[src/rtl/fetch_controller_if.sv]
// Decode-side handshake of the fetch controller: head-of-queue instruction plus valid/ready.
interface fetch_controller_if;
    logic        out_valid;
    logic        out_ready;
    logic [31:0] out_instr;
    logic [31:0] out_pc;

    modport master (
        output out_valid,
        output out_instr,
        output out_pc,
        input  out_ready
    );

    modport slave (
        input  out_valid,
        input  out_instr,
        input  out_pc,
        output out_ready
    );
endinterface

[src/rtl/fetch_controller.sv]
// Instruction fetch sequencer: owns the PC, reads a combinational instruction memory and
// buffers fetched words in a small queue drained by decode.
module fetch_controller #(
    parameter int unsigned MEM_SIZE   = 256,
    parameter int unsigned DEPTH      = 2,
    parameter logic [31:0] RESET_PC   = 32'h0000_0000,
    parameter logic [31:0] HALT_INSTR = 32'hFFFF_FFFF
) (
    input  logic                clk,
    input  logic                rst_n,
    input  logic                start,
    output logic [31:0]         imem_addr,
    input  logic [31:0]         imem_data,
    input  logic                redirect_valid,
    input  logic [31:0]         redirect_pc,
    fetch_controller_if.master  dec,
    output logic                halted,
    output logic [31:0]         fetch_count
);

    localparam int unsigned PtrW = $clog2(DEPTH);
    localparam int unsigned CntW = PtrW + 1;
    localparam logic [CntW-1:0] Full = CntW'(DEPTH);

    typedef enum logic [1:0] {StIdle, StRun, StHalted} state_e;

    state_e            state_q, state_d;
    logic [31:0]       fetch_pc_q, fetch_pc_d;
    logic [CntW-1:0]   count_q, count_d;
    logic [PtrW-1:0]   rd_ptr_q, rd_ptr_d;
    logic [PtrW-1:0]   wr_ptr_q, wr_ptr_d;
    logic [31:0]       fetch_count_q, fetch_count_d;
    logic [31:0]       q_pc_q    [DEPTH];
    logic [31:0]       q_instr_q [DEPTH];

    logic head_valid;
    logic pop;
    logic push;
    logic redir_act;
    logic pc_oob;

    assign head_valid = (count_q != '0);
    assign pop        = head_valid && dec.out_ready;
    assign redir_act  = redirect_valid && (state_q != StIdle);
    assign pc_oob     = {2'b00, fetch_pc_q[31:2]} >= MEM_SIZE;
    // A full queue may still accept a word when the head retires in the same cycle.
    assign push       = (state_q == StRun) && !redirect_valid && !pc_oob &&
                        ((count_q != Full) || pop);

    // State register
    always_ff @(posedge clk or negedge rst_n) begin
        if (!rst_n) begin
            state_q       <= StIdle;
            fetch_pc_q    <= RESET_PC;
            count_q       <= '0;
            rd_ptr_q      <= '0;
            wr_ptr_q      <= '0;
            fetch_count_q <= '0;
        end else begin
            state_q       <= state_d;
            fetch_pc_q    <= fetch_pc_d;
            count_q       <= count_d;
            rd_ptr_q      <= rd_ptr_d;
            wr_ptr_q      <= wr_ptr_d;
            fetch_count_q <= fetch_count_d;
        end
    end

    always_ff @(posedge clk) begin
        if (push) begin
            q_pc_q[wr_ptr_q]    <= fetch_pc_q;
            q_instr_q[wr_ptr_q] <= imem_data;
        end
    end

    // Next-state logic
    always_comb begin
        state_d = state_q;
        unique case (state_q)
            StIdle: begin
                if (start) state_d = StRun;
            end
            StRun: begin
                if (redirect_valid) begin
                    state_d = StRun;
                end else if (pc_oob) begin
                    state_d = StHalted;
                end else if (push && (imem_data == HALT_INSTR)) begin
                    state_d = StHalted;
                end
            end
            StHalted: begin
                if (redirect_valid) state_d = StRun;
            end
            default: state_d = StIdle;
        endcase
    end

    always_comb begin
        fetch_pc_d    = fetch_pc_q;
        count_d       = count_q;
        rd_ptr_d      = rd_ptr_q;
        wr_ptr_d      = wr_ptr_q;
        fetch_count_d = fetch_count_q;
        if (redir_act) begin
            fetch_pc_d = {redirect_pc[31:2], 2'b00};
            count_d    = '0;
            rd_ptr_d   = '0;
            wr_ptr_d   = '0;
        end else begin
            if (push) begin
                fetch_pc_d    = fetch_pc_q + 32'd4;
                wr_ptr_d      = wr_ptr_q + PtrW'(1);
                fetch_count_d = fetch_count_q + 32'd1;
            end
            if (pop) begin
                rd_ptr_d = rd_ptr_q + PtrW'(1);
            end
            count_d = count_q + CntW'(push) - CntW'(pop);
        end
    end

    // Outputs
    always_comb begin
        halted        = (state_q == StHalted);
        imem_addr     = {2'b00, fetch_pc_q[31:2]};
        fetch_count   = fetch_count_q;
        dec.out_valid = head_valid;
        dec.out_instr = head_valid ? q_instr_q[rd_ptr_q] : 32'h0;
        dec.out_pc    = head_valid ? q_pc_q[rd_ptr_q] : 32'h0;
    end

endmodule
[src/flat_wrapper.sv]
// flat-port wrapper written by rule: the top's interface ports become plain ports
module fetch_controller_flat 
#(
    parameter int unsigned MEM_SIZE   = 256,
    parameter int unsigned DEPTH      = 2,
    parameter logic [31:0] RESET_PC   = 32'h0000_0000,
    parameter logic [31:0] HALT_INSTR = 32'hFFFF_FFFF
)
  (clk, rst_n, start, imem_addr, imem_data, redirect_valid, redirect_pc, halted, fetch_count, dec_out_valid, dec_out_instr, dec_out_pc, dec_out_ready);
  fetch_controller_if dec_i ();
  input  logic clk;
  input  logic rst_n;
  input  logic start;
  output logic [31:0] imem_addr;
  input  logic [31:0] imem_data;
  input  logic redirect_valid;
  input  logic [31:0] redirect_pc;
  output logic halted;
  output logic [31:0] fetch_count;
  output wire logic [$bits(dec_i.out_valid)-1:0] dec_out_valid;
  output wire logic [$bits(dec_i.out_instr)-1:0] dec_out_instr;
  output wire logic [$bits(dec_i.out_pc)-1:0] dec_out_pc;
  input wire logic [$bits(dec_i.out_ready)-1:0] dec_out_ready;
  assign dec_out_valid = dec_i.out_valid;
  assign dec_out_instr = dec_i.out_instr;
  assign dec_out_pc = dec_i.out_pc;
  assign dec_i.out_ready = dec_out_ready;
  fetch_controller #(.MEM_SIZE(MEM_SIZE), .DEPTH(DEPTH), .RESET_PC(RESET_PC), .HALT_INSTR(HALT_INSTR)) u_core (.clk(clk), .rst_n(rst_n), .start(start), .imem_addr(imem_addr), .imem_data(imem_data), .redirect_valid(redirect_valid), .redirect_pc(redirect_pc), .dec(dec_i), .halted(halted), .fetch_count(fetch_count));
endmodule
[config.mk]
export PLATFORM = sky130hd
export DESIGN_NAME = fetch_controller_flat
export DESIGN_NICKNAME = d
export VERILOG_FILES = /design/src/rtl/fetch_controller_if.sv /design/src/rtl/fetch_controller.sv /design/src/flat_wrapper.sv
export SDC_FILE = /design/constraint.sdc
export NUM_CORES = 1
export LEC_CHECK = 0
export BUFFER_PORTS_ARGS = -buffer_cell sky130_fd_sc_hd__buf_2
export CAP_MARGIN = 20
export CORE_MARGIN = 2
export CORE_UTILIZATION = 40
export CTS_CLUSTER_DIAMETER = 60
export CTS_CLUSTER_SIZE = 24
export DETAILED_ROUTE_END_ITERATION = 8
export GPL_ROUTABILITY_DRIVEN = 0
export GPL_TIMING_DRIVEN = 0
export SLEW_MARGIN = 15
export SYNTH_ARGS = -nofsm -noshare
export SYNTH_HDL_FRONTEND = slang
export SYNTH_SLANG_ARGS = --single-unit
[constraint.sdc]
create_clock -name clk -period 7.23 [get_ports clk]
set_clock_uncertainty 0.2 [all_clocks]
set_input_delay 1.446 -clock clk [delete_from_list [all_inputs] [get_ports clk]]
set_output_delay 1.446 -clock clk [all_outputs]
set_load 0.05 [all_outputs]
==> results.tsv <==
metric	value	unit
status	completed	
period utilization	57.2	%
Post-synth ARST share	35.4	%
DR pass1 iterations	6	
total congestion overflow	0	
initial antenna violation count	2	
CTS hold repair buffers	0	
num ports	199	
ys flop type	edfxtp_1	
Vias/cell	4.98	
synth top area cells	edfxtp_1 (47%), dfrtp_1 (21%), mux2i_1 (8.3%)	
Num CTS Buffers	17	
Final Hold Slack	0.275	ns
Synth top cells by count	edfxtp_1 (124), nand2_1 (91), nor2_1 (79)	
Initial Utilization	41.0	%
vias	5490	
Clock transition at path regs	0.07	ns
Antenna Cells	0	
CP max stage cell	buf_1	
Post-Syn Area	8000	um2
CP top delay family	buffers and inverters	
worst slew pin tran	0.912	ns
largest net degree at the start of global routing	48	
PortBufs	192	
Filler cells	1725	
maxcap violations	0	
CP Capture Type	output pin	
Post-DP HPWL	13.5	mm
# rows	51	
drt first-iter violations	242	
Syn Inst Count	606	
area leader, netlist	edfxtp_1	
mean routed wirelength per cell	17.2	um
Critical path origin	u_core.rd_ptr_q	
first-pass GRT wire length	30.6	mm
launch point of the worst reg-to-reg path	u_core.fetch_pc_q[26]	
worst reg2reg path depth	5	
die area	21200	um2
final slew viol count	0	
Leak Pwr	4.34	nW
Longest Clk Path Bufs	2	
Achievable Freq	0.242	GHz
routed wire length	19.0	mm
critical-path maximum fanout	10	
VDD IR max	0.170	mV
H-tree depth	4	
Post-CTS Setup Bufs	0	
Sink Count	192	
worst skew pair latency	0.42	ns
Core Util, Final	51.3	%
register bit total from synthesis	192	
YS warnings	0	
worst-path cell chain	clkbuf_1 -> buf_1 -> mux2i_1 -> nor2_1 -> buf_2	
most frequent cell after synthesis	edfxtp_1	
Final setup viols	0	
CP peak stage delay	0.66	ns
post-cts sizing count	0	
die height	145	um
Rel. slew slack	38.8	%
setup TNS	0	ns
Nets	898	
Post-DP Area	9410	um2
Die W	145	um
Hold Crit Class	register to register	
critical path class	register to output pin	
unrepaired setup endpoints after global routing	false	
Post-synth EDFFs	124	
final hold vios	0	
arrival time at the worst endpoint	2.49	ns
Finished Cell Area	10000	um2
min Tclk post-route	4.14	ns
area grow syn2layout	25.1	%
FF-to-FF setup slack	4.57	ns
Crit path buffers/inverters	3	
proportion of layout cells with a drive suffix above 1	29.5	%
Worst EP required	5.58	ns
total power draw	4.04	mW
Synth cell types	39	
Power Dens Cells	404	nW/um2
Setup crit end	dec_out_pc[11]	
CTS root buf	clkbuf_16	
Seq/Total Area, Yosys	67.8	%
CTS tree	yes	
Residual DRC	0	
Core ar.	19500	um2
Synth top area share	46.5	%
crit path launch type	register	
GR Util All Layers	18.2	%
antenna viol nets, final	0	
RR Endpoint	u_core.q_instr_q[0][17]	
vias in the first global route	5748	
CP Depth	5	
Avg Inst Size Synth	13.2	um2
==> worst reg2reg max path, delay by kind of cell, from the launching register on <==
family                 cells  cell delay (ns)
AND/OR/NAND/NOR            4             1.44
flip-flops                 1             0.45
buffers and inverters      1             0.27
==> stage by stage <==
step	setup WS, ns	cells
2_1_floorplan	1.82	609
5_1_grt	2.85	1102
6_report	3.09	1102
3_5_place_dp	3.40	1070
3_3_place_gp	0.0285	1066
4_1_cts	2.92	1102
==> registers in the layout (all words and copies together) (netlist names) <==
name and cells:
u_core.state_q 2, u_core.fetch_pc_q 30, u_core.fetch_count 32, u_core.q_pc_q 60, u_core.count_q 2, u_core.wr_ptr_q 1, u_core.q_instr_q 64, u_core.rd_ptr_q 1
==> cells by family after synthesis <==
group | count (synthesis) | synth area share [%]
XOR/XNOR | 37 | 4.05
other | 1 | 0.0469
buffers and inverters | 36 | 1.91
flip-flops | 192 | 67.8
adder cells (fa/ha/maj) | 5 | 0.782
AND/OR/NAND/NOR | 253 | 15.8
AO/OA/AOI/OAI | 16 | 1.38
multiplexers | 66 | 8.26
==> cells in the final DEF (no fill, tap or decap), types with 2 or more instances in the layout <==
master	n
buf_2	193
edfxtp_1	124
nand2_1	91
nor2_1	79
dfrtp_1	68
mux2i_1	66
xnor2_1	26
clkbuf_16	20
nand4_1	19
clkbuf_1	17
nand3_1	17
xor2_1	11
and3_1	11
inv_1	10
nor4_2	5
o21ai_0	5
and4_1	5
ha_1	5
buf_4	5
buf_1	4
a21o_1	4
conb_1	4
clkinv_4	4
nor4_4	3
or3_1	3
a22oi_1	3
nand2b_1	3
clkbuf_8	3
buf_12	3
and2_1	2
nor3b_2	2
nand4b_1	2
nor3_1	2
nor4_1	2
inv_6	2
clkinv_2	2
==> worst min-delay path by stage <==
stage | from | endpoint | slack, ns | depth (start not counted)
floorplan | u_core.wr_ptr_q | u_core.wr_ptr_q | 0.32 | 2
global placement | u_core.fetch_count[31] | u_core.fetch_count[31] | 0.26 | 1
CTS | u_core.fetch_count[31] | u_core.fetch_count[31] | 0.28 | 1
finish | u_core.fetch_count[31] | u_core.fetch_count[31] | 0.27 | 1
detailed placement | u_core.fetch_count[31] | u_core.fetch_count[31] | 0.26 | 1
global route | u_core.fetch_count[31] | u_core.fetch_count[31] | 0.33 | 1
==> area by class of cell <==
type                            instances  area, um2  area share [%]
Sequential cell                       192       5430            54.2
Multi-Input combinational cell        381       2440            24.4
Timing Repair Buffer                  196       1050            10.5
Clock buffer                           24        546            5.45
Tap cell                              265        332            3.31
Buffer                                 26        115            1.15
Clock inverter                          8       62.6           0.625
Inverter                               10       37.5           0.375
==> where the power goes <==
| group | internal, mW | switching, mW | total, mW |
|---|---|---|---|
| Clock | 0.534 | 0.403 | 0.937 |
| Combinational | 0.385 | 1.25 | 1.63 |
| Sequential | 1.31 | 0.161 | 1.47 |
==> per-layer routing <==
| metal | track usage [%] | wire length (um) | up-vias |
|---|---|---|---|
| met5 | 0 | 24 | - |
| met4 | 6.23 | 295 | 4 |
| met3 | 5.30 | 1270 | 28 |
| met2 | 30.1 | 9160 | 196 |
| met1 | 23.1 | 8210 | 2682 |
| li1 | - | - | 2580 |
(Power assumes the default switching activity.)
